--- src/rtl/uart_rx_cmd_ctrl.sv ---
// rtl/uart_rx_cmd_ctrl.sv - UART command-frame parser sequencing register-file writes and reads
module uart_rx_cmd_ctrl #(
    parameter int         ADDR_W  = 4,
    parameter int         TIMEOUT = 1024,
    parameter logic [7:0] OP_WR   = 8'hAA,
    parameter logic [7:0] OP_RD   = 8'hBB
) (
    input  logic              CLK,
    input  logic              RST,
    input  logic [7:0]        RX_P_DATA,
    input  logic              RX_D_VLD,
    input  logic              RX_PAR_ERR,
    input  logic              RX_STP_ERR,
    output logic              RF_WrEn,
    output logic              RF_RdEn,
    output logic [ADDR_W-1:0] RF_Address,
    output logic [7:0]        RF_WrData,
    input  logic [7:0]        RF_RdData,
    input  logic              RF_RdData_VLD,
    output logic [7:0]        TX_P_DATA,
    output logic              TX_D_VLD,
    input  logic              TX_BUSY,
    output logic              cmd_err,
    output logic              busy
);

    localparam int CNT_W = (TIMEOUT > 1) ? $clog2(TIMEOUT) : 1;

    typedef enum logic [2:0] {
        IDLE, WR_ADDR, WR_DATA, WR_EXEC, RD_ADDR, RD_REQ, RD_WAIT, TX_WAIT
    } state_t;

    state_t           state, state_nx;
    logic [CNT_W-1:0] cnt;
    logic [7:0]       rd_q;

    logic bad, good, arrive, addr_ok, waiting, expired;
    logic err_nx, tx_go, addr_ld, data_ld, cap_ld;

    assign bad     = RX_PAR_ERR | RX_STP_ERR;
    assign good    = RX_D_VLD & ~bad;
    assign arrive  = RX_D_VLD | bad;
    assign addr_ok = ((RX_P_DATA >> ADDR_W) == 8'd0);
    assign waiting = (state == WR_ADDR) || (state == WR_DATA) ||
                     (state == RD_ADDR) || (state == RD_WAIT);
    assign expired = (TIMEOUT != 0) && (cnt == CNT_W'(TIMEOUT - 1));
    assign busy    = (state != IDLE);

    always_comb begin
        state_nx = state;
        err_nx   = 1'b0;
        tx_go    = 1'b0;
        addr_ld  = 1'b0;
        data_ld  = 1'b0;
        cap_ld   = 1'b0;
        case (state)
            IDLE: begin
                if (bad) begin
                    err_nx = 1'b1;
                end else if (RX_D_VLD) begin
                    if (RX_P_DATA == OP_WR)      state_nx = WR_ADDR;
                    else if (RX_P_DATA == OP_RD) state_nx = RD_ADDR;
                    else                         err_nx   = 1'b1;
                end
            end
            WR_ADDR, RD_ADDR: begin
                if (good && addr_ok) begin
                    addr_ld  = 1'b1;
                    state_nx = (state == WR_ADDR) ? WR_DATA : RD_REQ;
                end else if (arrive || expired) begin
                    err_nx   = 1'b1;
                    state_nx = IDLE;
                end
            end
            WR_DATA: begin
                if (good) begin
                    data_ld  = 1'b1;
                    state_nx = WR_EXEC;
                end else if (bad || expired) begin
                    err_nx   = 1'b1;
                    state_nx = IDLE;
                end
            end
            WR_EXEC: begin
                err_nx   = arrive;
                state_nx = IDLE;
            end
            RD_REQ: begin
                err_nx   = arrive;
                state_nx = RD_WAIT;
            end
            RD_WAIT: begin
                // read data wins over a coincident byte, which is dropped
                err_nx = arrive;
                if (RF_RdData_VLD) begin
                    cap_ld   = 1'b1;
                    state_nx = TX_WAIT;
                end else if (expired) begin
                    err_nx   = 1'b1;
                    state_nx = IDLE;
                end
            end
            TX_WAIT: begin
                err_nx = arrive;
                if (!TX_BUSY) begin
                    tx_go    = 1'b1;
                    state_nx = IDLE;
                end
            end
            default: state_nx = IDLE;
        endcase
    end

    always_ff @(posedge CLK or posedge RST) begin
        if (RST) begin
            state      <= IDLE;
            cnt        <= '0;
            rd_q       <= '0;
            RF_WrEn    <= 1'b0;
            RF_RdEn    <= 1'b0;
            RF_Address <= '0;
            RF_WrData  <= '0;
            TX_P_DATA  <= '0;
            TX_D_VLD   <= 1'b0;
            cmd_err    <= 1'b0;
        end else begin
            state    <= state_nx;
            cnt      <= (state_nx != state || !waiting) ? '0 : cnt + 1'b1;
            cmd_err  <= err_nx;
            RF_WrEn  <= (state_nx == WR_EXEC);
            RF_RdEn  <= (state_nx == RD_REQ);
            TX_D_VLD <= tx_go;
            if (addr_ld) RF_Address <= RX_P_DATA[ADDR_W-1:0];
            if (data_ld) RF_WrData  <= RX_P_DATA;
            if (cap_ld)  rd_q       <= RF_RdData;
            if (tx_go)   TX_P_DATA  <= rd_q;
        end
    end

endmodule

--- config.mk ---
export PLATFORM = sky130hd
export DESIGN_NAME = uart_rx_cmd_ctrl
export DESIGN_NICKNAME = d
export VERILOG_FILES = /design/src/rtl/uart_rx_cmd_ctrl.sv
export SDC_FILE = /design/constraint.sdc
export NUM_CORES = 1
export LEC_CHECK = 0
export ABC_AREA = 1
export CORE_ASPECT_RATIO = 0.6
export CORE_MARGIN = 2
export CORE_UTILIZATION = 50
export CTS_BUF_LIST = sky130_fd_sc_hd__clkbuf_2
export DETAILED_ROUTE_END_ITERATION = 8
export PLACE_DENSITY = 0.79
export SKIP_LAST_GASP = 1
export SLEW_MARGIN = 0
export SYNTH_ARGS = -nofsm -noshare
export SYNTH_HDL_FRONTEND = slang
export SYNTH_SLANG_ARGS = --single-unit
--- constraint.sdc ---
create_clock -name CLK -period 2.9 [get_ports CLK]
set_clock_uncertainty 0.1 [all_clocks]
set_input_delay 0.58 -clock CLK [delete_from_list [all_inputs] [get_ports CLK]]
set_output_delay 0.58 -clock CLK [all_outputs]
set_load 0.05 [all_outputs]
# [Word level (Yosys, flattened, before mapping)]
# Cells that the tools add are included.
[word_totals] regBits=45 input_bits=23 output_inout_bits=25
[classes] add_sub_neg=1 n_eq_ne=13 mux=33 bitwise_logic=4 reduce_logical=13
[op_table] op="two-way mux 3 bit" count=12
[op_table] op="one-hot mux 3 bit (7 select lines)" count=1
[op_table] op="two-way mux 1 bit" count=18
[op_table] op="equality test 8 bit (second input constant)" count=2
[op_table] op="equality test 3 bit (second input constant)" count=5
[op_table] op="adder 10 x 1 -> 10 bit (second input constant)" count=1
[op_table] op="equality test 10 bit (second input constant)" count=1
[op_table] op="two-way mux 10 bit" count=1
[op_table] op="equality test 3 x 2 -> 1 bit (second input constant)" count=3
[op_table] op="zero test 8 bit" count=1
[op_table] op="logical OR 1 bit" count=6
[op_table] op="one-hot mux 1 bit (5 select lines)" count=1
[op_table] op="equality test 3 x 1 -> 1 bit (second input constant)" count=1
[op_table] op="zero test 3 bit" count=1
[op_table] op="inequality test 3 bit" count=1
[op_table] op="nonzero test 3 bit" count=1
[op_table] op="OR reduction 3 bit" count=1
[op_table] op="OR 1 bit" count=2
[op_table] op="OR reduction 2 bit" count=1
[op_table] op="bitwise AND 1 bit" count=1
[op_table] op="logical AND 1 bit" count=1
[op_table] op="zero test 1 bit" count=1
[op_table] op="NOT 1 bit" count=1

# [Logic depth before layout (Yosys ltp)]
[depth] word_depth=9 mapped_depth=13 mapped_depth_nobuf=13

# [Worst setup path after synthesis]
# Ideal clock, no wire load.
[synth_path] kind="register to register" startpoint="reg state[1]" endpoint="reg cnt[0]" setup_time_ns=0.070 arrival_ns=1.751 required_time_ns=2.730 setup_slack_ns=0.979 stages_incl_launch_ff=11 path_cell_list="dfrtp_1 -> nor2_1 -> nand2_1 -> inv_1 -> nor3_2 -> nand2_2 -> nand2_2 -> nand2_1 -> nand2_2 -> nand2_4 -> nor2_2"
[synth_between] elab_chain_len=8 elab_cells_between_ends=29
[synth_lines] item="from (decl)" line_no="33" text="state_t state, state_nx;"
[synth_lines] item="from (signal assigned)" line_no="127" text="state <= state_nx;"
[synth_lines] item="two-way mux 3 bit" line_no="62" text="else if (RX_P_DATA == OP_RD) state_nx = RD_ADDR;"
[synth_lines] item="two-way mux 3 bit" line_no="61" text="if (RX_P_DATA == OP_WR) state_nx = WR_ADDR;"
[synth_lines] item="two-way mux 3 bit" line_no="60" text="end else if (RX_D_VLD) begin"
[synth_lines] item="two-way mux 3 bit" line_no="58" text="if (bad) begin"
[synth_lines] item="one-hot mux 3 bit (7 select lines)" line_no="56" text="case (state)"
[synth_lines] item="inequality test 3 bit" line_no="128" text="cnt <= (state_nx != state || !waiting) ? '0 : cnt + 1'b1;"
[synth_lines] item="logical OR 1 bit *" line_no="128"
[synth_lines] item="two-way mux 10 bit *" line_no="128"
[synth_lines] item="to (signal assigned)" line_no="128"
[synth_lines] item="to (decl)" line_no="34" text="logic [CNT_W-1:0] cnt;"
# Every way passes the cells marked *; elsewhere a longest branch is shown, timed or not.
# A chain may end at the register's enable or synchronous reset.

# [Final worst setup path]
[layout_path] startpoint="reg state[2]" endpoint="out busy"
[layout_between] elab_chain_len=1
[layout_lines] item="nonzero test 3 bit" line_no="47" text="assign busy = (state != IDLE);"
[layout_lines] item="to (decl)" line_no="24" text="output logic busy"
# No other way between the ends.

==> results.cfg <==
[detailed_routing]
antenna_left = 0
vias = 1733
vias_per_cell = 4.75
drc_errors = 0
route.detailed.wl_per_inst_um = 12.1
dr.pass1.iters = 5
drt-initial-drc-count = 88
wl_um = 4410

[setup_path]
crit_start = state[2]
critPathMaxFanout = 8
critPathRequiredTime_ns = 2.22
startpoint_type = register
cpMaxStageDelayCell = clkdlybuf4s50_1
worstSetupEndpointType = primary output
r2r-start = cnt[0]
critical_path_class = register to primary output
cp_num_buf_inv = 2
path_cells = inv_1, nand2_1, clkdlybuf4s50_1
worst-endpoint-arrival_ns = 2.12
slowest_delay_ns = 0.82
crit_family = buffers and inverters

[worst_hold_path]
hp-start = cnt[0]
hold_path.class = register to register

[place]
post-dp-hpwl_um = 3300
placement.io_buffers = 47
placed_cell_area_um2 = 2720
gp_congestion = 0.892

[yosys]
synthTopCellsByArea = dfrtp_1, nand2_1, inv_1, o21ai_0, nor2_2
synth_xor_area_share_pct = 3.22
postSynth.asyncResetShare_pct = 100
synth.cell_area_um2 = 2170
ys_warn_count = 0
seq_area_frac_synth_pct = 51.8
ys_ff_latch = 45
synth_top_family_by_area = simple AND/OR/NAND/NOR gates
synth_edf_count = 0
synth-simple-area-share_pct = 29.6
synth_area_leader_cell = dfrtp_1
synth_ff_type = dfrtp_1
synth-compound-area-share_pct = 7.71
syn_inst = 252
synth_nets = 276
syn_area_per_cell_um2 = 8.63
synth_top_area_share_pct = 51.8
synth_mux_area_share_pct = 0
synth_cell_types = 25
synthAdderAreaFrac_pct = 0.575

[clock_network]
tritoncts = built
clk_path_buf_depth = 2
path_clk_slew_ns = 0.24
cts.htree.levels = 2
worstSkewPairLatency_ns = 0.41
cts-hold-fix-buffers = 0
ctsResizeCount = 0
cts_root_buf = clkbuf_2
post_cts_buffers = 0
cts_made_buffers = 5
clock_sinks = 45

[sta]
report.final.slew_viol_count = 0
grt_setup_unrepaired = false
setup_viol = 0
period_minus_slack_ns = 2.80
tightest_slew_ns = 0.545
clock.fmax_mhz = 357
hold_viol = 0
maxSlewHeadroom_pct = 63.7
layout_worst_path_cycle_share_pct = 96.7
fin_setup_tns_ns = 0

[floorplanning]
die-area_um2 = 4910
die_w_um = 89.1
die_h_um = 55.1
core-area_um2 = 4140
placementRows = 18
floorplan.initialDensity_pct = 52.5
io_pins = 48

[finish]
layout_commonest_cell = nand2_1
post-route-util_pct = 66.7
drive_gt1_share_pct = 14.1
finish.instance_area_um2 = 2760
finalNetCount = 328
n_antenna_cell = 0
area_delta_synth_final_pct = 27.0
mostFrequentLayoutCells = nand2_1, clkdlybuf4s50_1, dfrtp_1, inv_1, o21ai_0

[global_routing]
overflow = 0
grt_max_degree = 46
grt_pass1_vias = 1538
antenna_found_initial = 0
grt_pass1_wl_um = 7190
globalRouteTotalUtil_pct = 19.8

[pwr]
p_per_area_nw_per_um2 = 968
leakagePower_nw = 1.31
ir_worst_vdd_mv = 0.625

[run]
cap_violations = 0

[outcome]
status = completed
-- where the power goes --
| group | internal [mW] | switching [mW] |
|---|---|---|
| sequential | 0.822 | 0.129 |
| combinational | 0.467 | 0.984 |
| clock | 0.0611 | 0.212 |
| total | 1.35 | 1.32 |
-- cell usage after synthesis, types with 3 or more instances --
| master | instances |
|---|---|
| nor3_1 | 4 |
| dfrtp_1 | 45 |
| xnor2_1 | 3 |
| nand2_2 | 6 |
| o21ai_0 | 22 |
| nand2_1 | 52 |
| a21oi_1 | 10 |
| inv_1 | 34 |
| xor2_1 | 5 |
| nor2_2 | 14 |
| nand3_1 | 17 |
| nor2_4 | 4 |
| nand4_1 | 4 |
| nor2_1 | 16 |
-- logic make-up (layout without fill, tap and decap cells) --
kind of cell    after synthesis  count (layout)
simple gates                125             125
compound gates               33              33
buf+inv                      40              93
xor+xnor                      8               8
fa+ha+maj                     1               1
flops                        45              45
-- through the flow --
stage	hold slack [ns]	power [mW]	worst slack, ns	cells
CTS	0.391	2.68	0.109	365
finish	0.387	2.67	0.0968	365
floorplan	0.343	1.98	0.979	252
detailed placement	0.361	2.41	0.364	357
global placement	0.360	2.39	0.476	357
global route	0.426	2.85	0.00752	365
-- final cells by class --
type	instances	area [µm²]
Clock inverter	3	21.3
Fill cell	356	1380
Inverter	36	135
Timing Repair Buffer	49	485
Tap cell	60	75.1
Clock buffer	5	25.0
Sequential cell	45	1130
Multi-Input combinational cell	167	895
-- per-layer routing --
layer  track usage [%]  share of wire [%]  vias up
met5                 0                  0        -
met4              3.73               0.59        0
met3              4.75                6.6        6
met2              26.8                 39       55
met1              31.7                 54      776
li1                  -                  -      896
-- state kept, by name, indices dropped and copies added, names as in the netlist --
name / cells
cnt: 10
RF_WrData: 8
TX_P_DATA: 8
rd_q: 8
RF_Address: 4
state: 3
RF_RdEn: 1
RF_WrEn: 1
TX_D_VLD: 1
cmd_err: 1
-- path summary, 6_finish.rpt --
kind	to	slack, ns	depth (start not counted)
min in group asynchronous	TX_P_DATA[3]	0.48	3
setup reg to reg	cnt[5]	0.79	11
setup / recovery	busy	0.1	3
max in group asynchronous	cnt[4]	1.86	3
hold reg to reg	cnt[0]	0.39	1
hold / removal	cnt[0]	0.39	1
No activity file was read; power rests on OpenSTA's default activity.
